==> config.mk <==
export PLATFORM = sky130hd
export DESIGN_NAME = lor_adder_pipe
export DESIGN_NICKNAME = d
export VERILOG_FILES = /design/src/rtl/lor_pkg.sv /design/src/rtl/lor_seg_stage.sv /design/src/rtl/lor_adder_pipe.sv
export SDC_FILE = /design/constraint.sdc
export NUM_CORES = 1
export LEC_CHECK = 0
export ABC_AREA = 1
export BUFFER_PORTS_ARGS = -buffer_cell sky130_fd_sc_hd__buf_2
export CORE_UTILIZATION = 51
export DETAILED_ROUTE_END_ITERATION = 6
export PLACE_DENSITY_LB_ADDON = 0.15
export SLEW_MARGIN = 15
export SYNTH_ARGS = -nofsm -noshare
export SYNTH_HDL_FRONTEND = slang
export SYNTH_HIERARCHICAL = 1
export SYNTH_SLANG_ARGS = --single-unit
==> constraint.sdc <==
create_clock -name clk -period 2.4 [get_ports clk]
set_input_delay 0.24 -clock clk [delete_from_list [all_inputs] [get_ports clk]]
set_output_delay 0.24 -clock clk [all_outputs]
set_load 0.01 [all_outputs]
==> src/rtl/lor_pkg.sv <==
`default_nettype none
// ============================================================================
//  Module      : lor_pkg
//  Description : Shared helpers for the pipelined lower-part-OR adder.
//  Revision    : 1.0 - initial release
// ============================================================================
package lor_pkg;

    // Widest segment the helper function can handle.
    localparam int LOR_SEG_MAX = 32;

    localparam int LOR_WIDTH_DEF  = 16;
    localparam int LOR_SEG_DEF    = 4;
    localparam int LOR_APPROX_DEF = 4;

    function automatic int lor_stages(input int width, input int seg);
        return width / seg;
    endfunction

    function automatic int lor_mask_width(input int approx_bits);
        return (approx_bits > 0) ? approx_bits : 1;
    endfunction

    // Static per-segment mask: bit j is set when global bit idx*seg+j lies
    // below the approximation boundary k.
    function automatic logic [LOR_SEG_MAX-1:0] lor_seg_mask(input int idx,
                                                            input int seg,
                                                            input int k);
        logic [LOR_SEG_MAX-1:0] m;
        m = '0;
        for (int j = 0; j < LOR_SEG_MAX; j++) begin
            m[j] = (j < seg) && ((idx * seg + j) < k);
        end
        return m;
    endfunction

    // Ripple segment adder. Masked bits produce a|b and pass a&b upward, so
    // the carry leaving the top masked bit is a[K-1]&b[K-1].
    function automatic logic [LOR_SEG_MAX:0] loa_seg(input logic [LOR_SEG_MAX-1:0] a_seg,
                                                     input logic [LOR_SEG_MAX-1:0] b_seg,
                                                     input logic                   cin,
                                                     input logic [LOR_SEG_MAX-1:0] approx_mask,
                                                     input int                     seg_w);
        logic [LOR_SEG_MAX-1:0] s;
        logic                   c;
        s = '0;
        c = cin;
        for (int i = 0; i < LOR_SEG_MAX; i++) begin
            if (i < seg_w) begin
                if (approx_mask[i]) begin
                    s[i] = a_seg[i] | b_seg[i];
                    c    = a_seg[i] & b_seg[i];
                end else begin
                    s[i] = a_seg[i] ^ b_seg[i] ^ c;
                    c    = (a_seg[i] & b_seg[i]) | (c & (a_seg[i] ^ b_seg[i]));
                end
            end
        end
        return {c, s};
    endfunction

endpackage
`default_nettype wire

==> src/rtl/lor_seg_stage.sv <==
`default_nettype none
// ============================================================================
//  Module      : lor_seg_stage
//  Description : One registered SEG-bit segment of the LOA pipeline.
//  Revision    : 1.0 - initial release
// ============================================================================
module lor_seg_stage
    import lor_pkg::*;
#(
    parameter int WIDTH       = LOR_WIDTH_DEF,
    parameter int SEG         = LOR_SEG_DEF,
    parameter int APPROX_BITS = LOR_APPROX_DEF,
    parameter int IDX         = 0
) (
    input  logic             clk,
    input  logic             rst,
    input  logic             i_advance,
    input  logic             i_valid,
    input  logic [WIDTH-1:0] i_a,
    input  logic [WIDTH-1:0] i_b,
    input  logic [WIDTH-1:0] i_sum,
    input  logic             i_carry,
    input  logic             i_approx,
    output logic             o_valid,
    output logic [WIDTH-1:0] o_a,
    output logic [WIDTH-1:0] o_b,
    output logic [WIDTH-1:0] o_sum,
    output logic             o_carry,
    output logic             o_approx
);

    localparam logic [LOR_SEG_MAX-1:0] c_mask = lor_seg_mask(IDX, SEG, APPROX_BITS);

    logic [LOR_SEG_MAX-1:0] w_a_seg;
    logic [LOR_SEG_MAX-1:0] w_b_seg;
    logic [LOR_SEG_MAX-1:0] w_mask;
    logic [LOR_SEG_MAX-1:0] w_seg_sum;
    logic                   w_seg_carry;
    logic [WIDTH-1:0]       w_sum_next;

    logic                   r_valid;
    logic [WIDTH-1:0]       r_a;
    logic [WIDTH-1:0]       r_b;
    logic [WIDTH-1:0]       r_sum;
    logic                   r_carry;
    logic                   r_approx;

    always_comb begin
        w_a_seg          = '0;
        w_b_seg          = '0;
        w_a_seg[SEG-1:0] = i_a[IDX*SEG +: SEG];
        w_b_seg[SEG-1:0] = i_b[IDX*SEG +: SEG];
        w_mask           = i_approx ? c_mask : '0;
        {w_seg_carry, w_seg_sum} = loa_seg(w_a_seg, w_b_seg, i_carry, w_mask, SEG);
        w_sum_next                = i_sum;
        w_sum_next[IDX*SEG +: SEG] = w_seg_sum[SEG-1:0];
    end

    generate
        if (SEG < LOR_SEG_MAX) begin : g_seg_hi
            logic w_unused_hi;
            assign w_unused_hi = ^w_seg_sum[LOR_SEG_MAX-1:SEG];
        end
    endgenerate

    // Data only loads with a valid transaction; bubbles just clear r_valid.
    always_ff @(posedge clk or posedge rst) begin
        if (rst) begin
            r_valid  <= 1'b0;
            r_a      <= '0;
            r_b      <= '0;
            r_sum    <= '0;
            r_carry  <= 1'b0;
            r_approx <= 1'b0;
        end else if (i_advance) begin
            r_valid <= i_valid;
            if (i_valid) begin
                r_a      <= i_a;
                r_b      <= i_b;
                r_sum    <= w_sum_next;
                r_carry  <= w_seg_carry;
                r_approx <= i_approx;
            end
        end
    end

    assign o_valid  = r_valid;
    assign o_a      = r_a;
    assign o_b      = r_b;
    assign o_sum    = r_sum;
    assign o_carry  = r_carry;
    assign o_approx = r_approx;

endmodule
`default_nettype wire

==> src/rtl/lor_adder_pipe.sv <==
`default_nettype none
// ============================================================================
//  Module      : lor_adder_pipe
//  Description : Pipelined exact / lower-part-OR approximate adder with
//                valid/ready handshakes and a global stall.
//  Revision    : 1.0 - initial release
// ============================================================================
module lor_adder_pipe
    import lor_pkg::*;
#(
    parameter int WIDTH       = LOR_WIDTH_DEF,
    parameter int SEG         = LOR_SEG_DEF,
    parameter int APPROX_BITS = LOR_APPROX_DEF
) (
    input  logic             clk,
    input  logic             rst,
    input  logic             in_valid,
    output logic             in_ready,
    input  logic [WIDTH-1:0] a,
    input  logic [WIDTH-1:0] b,
    input  logic             cin,
    input  logic             approx_en,
    output logic             out_valid,
    input  logic             out_ready,
    output logic [WIDTH-1:0] sum,
    output logic             cout,
    output logic             out_approx
);

    localparam int STAGES = lor_stages(WIDTH, SEG);

    generate
        if ((WIDTH % SEG) != 0) begin : g_chk_seg_div
            $error("lor_adder_pipe: WIDTH must be a multiple of SEG");
        end
        if ((SEG < 1) || (SEG > LOR_SEG_MAX)) begin : g_chk_seg_range
            $error("lor_adder_pipe: SEG out of supported range");
        end
        if ((APPROX_BITS < 0) || (APPROX_BITS >= WIDTH)) begin : g_chk_approx
            $error("lor_adder_pipe: APPROX_BITS must be in 0..WIDTH-1");
        end
    endgenerate

    // Index 0 is the input side, index STAGES is the last stage register.
    logic             w_valid  [0:STAGES];
    logic [WIDTH-1:0] w_a      [0:STAGES];
    logic [WIDTH-1:0] w_b      [0:STAGES];
    logic [WIDTH-1:0] w_sum    [0:STAGES];
    logic             w_carry  [0:STAGES];
    logic             w_approx [0:STAGES];
    logic             w_advance;

    assign w_advance = !w_valid[STAGES] || out_ready;
    assign in_ready  = w_advance;

    assign w_valid[0]  = in_valid;
    assign w_a[0]      = a;
    assign w_b[0]      = b;
    assign w_sum[0]    = '0;
    assign w_approx[0] = approx_en;
    // With a nonzero OR region the incoming carry is discarded.
    assign w_carry[0]  = (approx_en && (APPROX_BITS > 0)) ? 1'b0 : cin;

    generate
        for (genvar gi = 0; gi < STAGES; gi++) begin : g_stage
            lor_seg_stage #(
                .WIDTH       (WIDTH),
                .SEG         (SEG),
                .APPROX_BITS (APPROX_BITS),
                .IDX         (gi)
            ) u_stage (
                .clk       (clk),
                .rst       (rst),
                .i_advance (w_advance),
                .i_valid   (w_valid[gi]),
                .i_a       (w_a[gi]),
                .i_b       (w_b[gi]),
                .i_sum     (w_sum[gi]),
                .i_carry   (w_carry[gi]),
                .i_approx  (w_approx[gi]),
                .o_valid   (w_valid[gi+1]),
                .o_a       (w_a[gi+1]),
                .o_b       (w_b[gi+1]),
                .o_sum     (w_sum[gi+1]),
                .o_carry   (w_carry[gi+1]),
                .o_approx  (w_approx[gi+1])
            );
        end
    endgenerate

    assign out_valid  = w_valid[STAGES];
    assign sum        = w_sum[STAGES];
    assign cout       = w_carry[STAGES];
    assign out_approx = w_approx[STAGES];

endmodule
`default_nettype wire

==> run metrics, run 1 <==
YS warnings=6; crit path capture type=register; final worst path period need=2290 ps; VDD IR max=0.000476 V; antenna viol nets, final=0; clk sinks=100; top layer in use=met4; flop-to-flop setup slack=220 ps; Vias/cell=4.67; CTS buffer count=9; DRT met1 WL=4050 um; initial antenna violation count=0; Worst-path clk slew=100 ps; CP endpoint=g_stage[0].u_stage/o_sum[3]$_DFFE_PP0P_; Cells after Synth=548; power per cell area=1090 nW/um2; root buf cell=clkbuf_8; Mapped Area=5000 um2; Critical Path RT=2710 ps; Core Area=9370 um2; met2 WL=3580 um; status=finished clean; largest net degree at the start of global routing=54; ANT cells=0; TritonRoute pass-1 iters=4; hold wc startpoint=b[7]; worst slew pin tran=851 ps; r2r endpoint=g_stage[1].u_stage/o_sum[7]$_DFFE_PP0P_; maximum clock frequency=436 MHz; final hold slack=58.2 ps; CP Class=in -> reg; RSZ-0062 raised after global routing=false; Final Util=0.555; Hold WC Path Type=in -> reg; Final Slew Violations=0; layout cells sized above 1=0.171; starting DRC count in detailed routing=123; final setup violation count=0; Avg Inst Size Synth=9.13 um2; chip height=101 um; drc violations=0; area growth from synthesis to layout=3.95%; worst setup path startpoint=cin; Worst-Skew Late Latency=360 ps; Setup crit start kind=input port; hpwl dp=5760 um; boundary pin count=58; clock skew=8.72 ps; die width=101 um; IO Port Bufs=57; Hold Vio Cnt, Final=0; static leakage power=2.94 nW; CTS tree=built; Final nets=631; Critical Path AT=2600 ps; Reg2Reg Launch Point=g_stage[0].u_stage/o_a[4]$_DFFE_PP0P_; Site Rows=35; Max FO, Critical Path=1; CTS HTree Levels=3; met3 wire length=334 um; cts repair resizes=0; starting density of the core=0.534; global-route wire length before repair=14,700 um; Avg WL per Cell=11.5 um; max_cap viols=0; period utilization=0.955; gr usage total=0.183; Post-Syn Nets=610; R2R cell count=10; fillers=909; Post-CTS Setup Inserts=0; clk buf depth=2; DIE AREA=10,200 um2; Total Routed Length=8090 um; number of global-route vias before repair=3,276; Vias=3,282; Slew headroom=0.432; Placer Congestion=0.748; grt ovf=0
## metal layers
metal / vias to the layer above / GRT usage
li1: 1681 / -
met1: 1508 / 0.245
met2: 82 / 0.298
met3: 11 / 0.0347
met4: 0 / 0.0680
met5: - / 0
## cell usage in the layout (no fill, tap or decap)
cell type / n
fa_1: 13
buf_4: 10
inv_6: 2
nor2_2: 1
nand2_2: 2
dfrtp_1: 100
inv_1: 52
buf_2: 57
inv_8: 1
clkinv_2: 1
o21ai_1: 1
nand2_8: 3
clkbuf_8: 9
ha_1: 8
dlygate4sd3_1: 1
fa_2: 3
o21ai_2: 3
inv_4: 1
or2_4: 2
clkinv_4: 3
nand2_1: 226
o21ai_0: 4
nand3_1: 71
## metrics by stage
step	power (mW)	area, um2	cells	setup TNS [ps]	worst slack, ps
2_1_floorplan	4.67	5020	548	-43.9	-43.9
3_3_place_gp	4.68	5000	686	-203	-203
3_5_place_dp	4.75	5000	686	-366	-300
4_1_cts	5.77	5200	703	0	83.4
5_1_grt	6.25	5200	703	0	18.0
6_report	5.68	5200	703	0	109
## power by group
group | switching, mW | leakage [nW] | internal (mW)
combinational | 1.17 | 1.60 | 0.737
clock | 0.600 | 0.0961 | 0.395
sequential | 0.443 | 1.25 | 2.33
## area by class of cell
cell class | count | area (um2) | share of cell area
flip-flops and latches | 100 | 2500 | 0.481
multi-input cells | 337 | 1780 | 0.342
repair buffers | 68 | 370 | 0.0712
inverters | 53 | 201 | 0.0387
well taps | 129 | 161 | 0.0310
clock buffers | 9 | 124 | 0.0238
clock inverters | 7 | 60.1 | 0.0116
## registers in the layout (all words and copies together) (netlist names)
register,flops
g_stage.u_stage/o_a,24
g_stage.u_stage/o_approx,4
g_stage.u_stage/o_b,24
g_stage.u_stage/o_carry,4
g_stage.u_stage/o_sum,40
g_stage.u_stage/o_valid,4
## worst min-delay path by stage
stage / to / slack, ps / cells after the start
global route: g_stage[0].u_stage/o_b[9]$_DFFE_PP0P_ / 50 / 3
CTS: g_stage[0].u_stage/o_b[7]$_DFFE_PP0P_ / 40 / 3
finish: g_stage[0].u_stage/o_b[7]$_DFFE_PP0P_ / 60 / 3
detailed placement: g_stage[1].u_stage/o_sum[3]$_DFFE_PP0P_ / 350 / 3
global placement: g_stage[1].u_stage/o_sum[3]$_DFFE_PP0P_ / 360 / 3
floorplan: g_stage[3].u_stage/o_approx$_DFFE_PP0P_ / 190 / 1
## worst max-delay path, stage by stage
cell,delay [ps]
buf_2,90
inv_1,50
nor2_2,40
fa_2,330
or2_4,240
o21ai_2,60
fa_2,210
o21ai_2,60
fa_2,330
or2_4,230
o21ai_2,70
fa_1,430
nand2_1,80
nand3_1,70
nand2_1,70
## what timing repair did
| action | CTS | global route |
|---|---|---|
| endpoints found under the hold margin | 58 | 0 |
| endpoints found under the setup margin | 0 | 1 |
| hold buffers | 1 | 0 |
Note: power is estimated with default switching activity, not from simulation.
==> inputs of run 2 (changes only) <==
Settings changed: CORE_ASPECT_RATIO set to 1.4.
==> run metrics, run 2 (synthesized netlist as in run 1, its figures left out) <==
number of global-route vias before repair=3,345; fillers=901; gr usage total=0.176; CP Class=in -> reg; Reg2Reg Launch Point=g_stage[0].u_stage/o_a[4]$_DFFE_PP0P_; static leakage power=3.00 nW; ANT cells=0; die width=85.7 um; Worst-Skew Late Latency=330 ps; number of flip-flops in the largest register=40; max_cap viols=0; crit path capture type=register; pre-CTS setup slack=-252 ps; Max FO, Critical Path=1; final setup violation count=0; maximum clock frequency=435 MHz; hpwl dp=5600 um; CTS HTree Levels=3; clk buf depth=2; Setup crit start kind=input port; most common cell after layout, fill and taps aside=nand2_1; Final nets=630; grt ovf=0; CTS buffer count=9; worst setup path startpoint=cin; RSZ-0062 raised after global routing=false; layout cells sized above 1=0.168; Hold Vio Cnt, Final=0; VDD IR max=0.000434 V; area growth from synthesis to layout=6.45%; Total Routed Length=7850 um; chip height=119 um; clock skew=4.73 ps; clk sinks=100; storage element area=2500 um2; Worst-path clk slew=70 ps; Multi-input gate area=1780 um2; final worst path period need=2300 ps; Critical Path AT=2570 ps; crit-path cells=buf_2, inv_1, nor2_2, fa_2, or2_4, o21ai_2, fa_2, o21ai_2, fa_2, or2_4, o21ai_2, fa_1, nand2_1, nand3_1, nand2_1; Critical Path Slowest Stage Cell=fa_1; CP endpoint=g_stage[0].u_stage/o_sum[3]$_DFFE_PP0P_; starting density of the core=0.526; Vias/cell=4.66; IO Port Bufs=57; Critical Path RT=2670 ps; global-route wire length before repair=14,400 um; largest net degree at the start of global routing=75; power per cell area=1140 nW/um2; setup slack after layout=103 ps; R2R cell count=10; boundary pin count=58; Max stage delay on crit path=420 ps; Final Slew Violations=0; antenna viol nets, final=0; drc violations=0; Site Rows=42; Post-CTS Setup Inserts=0; Vias=3,287; DP Area=5010 um2; Placer Congestion=0.738; r2r endpoint=g_stage[1].u_stage/o_sum[7]$_DFFE_PP0P_; Slew headroom=0.426; TritonRoute pass-1 iters=4; final hold slack=98.1 ps; root buf cell=clkbuf_16; Avg WL per Cell=11.1 um; most frequent cells in the layout=nand2_1 (226), dfrtp_1 (100), nand3_1 (71); fin area=5320 um2; period utilization=0.957; CTS tree=built; DIE AREA=10,200 um2; starting DRC count in detailed routing=185; Core Area=9510 um2; status=finished clean; Final Util=0.560; initial antenna violation count=0; worst slew pin tran=860 ps; Hold WC Path Type=in -> reg; Setup TNS Final=0 ps; flop-to-flop setup slack=210 ps
[run 2: cell count changes in the layout (fill, tap and decap cells not counted), sizes merged]
cell / delta
inv: -3
clkbuf: +5
clkinvlp: +1
buf: -1
clkinv: -3
[run 2: cell type report]
| cell class | instances | share of cell area |
|---|---|---|
| timing repair buffer | 67 | 0.0705 |
| sequential | 100 | 0.470 |
| clock inverter | 2 | 0.00306 |
| inverter | 53 | 0.0378 |
| tap | 132 | 0.0310 |
| clock buffer | 14 | 0.0533 |
| multi-input combinational | 337 | 0.334 |
[run 2: report_power, final]
group,switching (mW),internal (mW),leakage [nW],total (mW)
clock,0.581,0.819,0.145,1.40
combinational,1.14,0.739,1.60,1.88
sequential,0.455,2.34,1.25,2.80
[run 2: how the worst min path moves through the flow]
stage	end	cells after the start	slack [ps]	from
floorplan	g_stage[3].u_stage/o_approx$_DFFE_PP0P_	1	190	rst
global placement	g_stage[1].u_stage/o_sum[3]$_DFFE_PP0P_	3	350	rst
detailed placement	g_stage[1].u_stage/o_sum[5]$_DFFE_PP0P_	3	350	rst
CTS	g_stage[0].u_stage/o_a[7]$_DFFE_PP0P_	3	90	a[7]
global route	g_stage[0].u_stage/o_b[9]$_DFFE_PP0P_	3	90	b[9]
finish	g_stage[0].u_stage/o_a[5]$_DFFE_PP0P_	3	100	a[5]
[run 2: through the flow]
step | cells | power, mW
2_1_floorplan | 548 | 4.67
3_3_place_gp | 688 | 4.67
3_5_place_dp | 688 | 4.73
4_1_cts | 705 | 6.16
5_1_grt | 705 | 6.64
6_report | 705 | 6.07
[run 2: critical path, delay by kind of cell]
family	cells	cell delay, ps
AOI/OAI and AO/OA	3	200
and+or+nand+nor	6	710
adders and majority gates	4	1270
buffers and inverters	2	140
[run 2: timing repair]
action | in CTS | in global routing
endpoints found under the hold margin | 20 | 0
hold buffers | 1 | 0
gates resized for setup | 0 | 0
[run 2: metal layers]
| metal | GRT usage | part of all wire |
|---|---|---|
| met4 | 0.0625 | 0.0094 |
| met5 | 0 | 0 |
| met2 | 0.298 | 0.49 |
| met1 | 0.226 | 0.47 |
| met3 | 0.0312 | 0.025 |
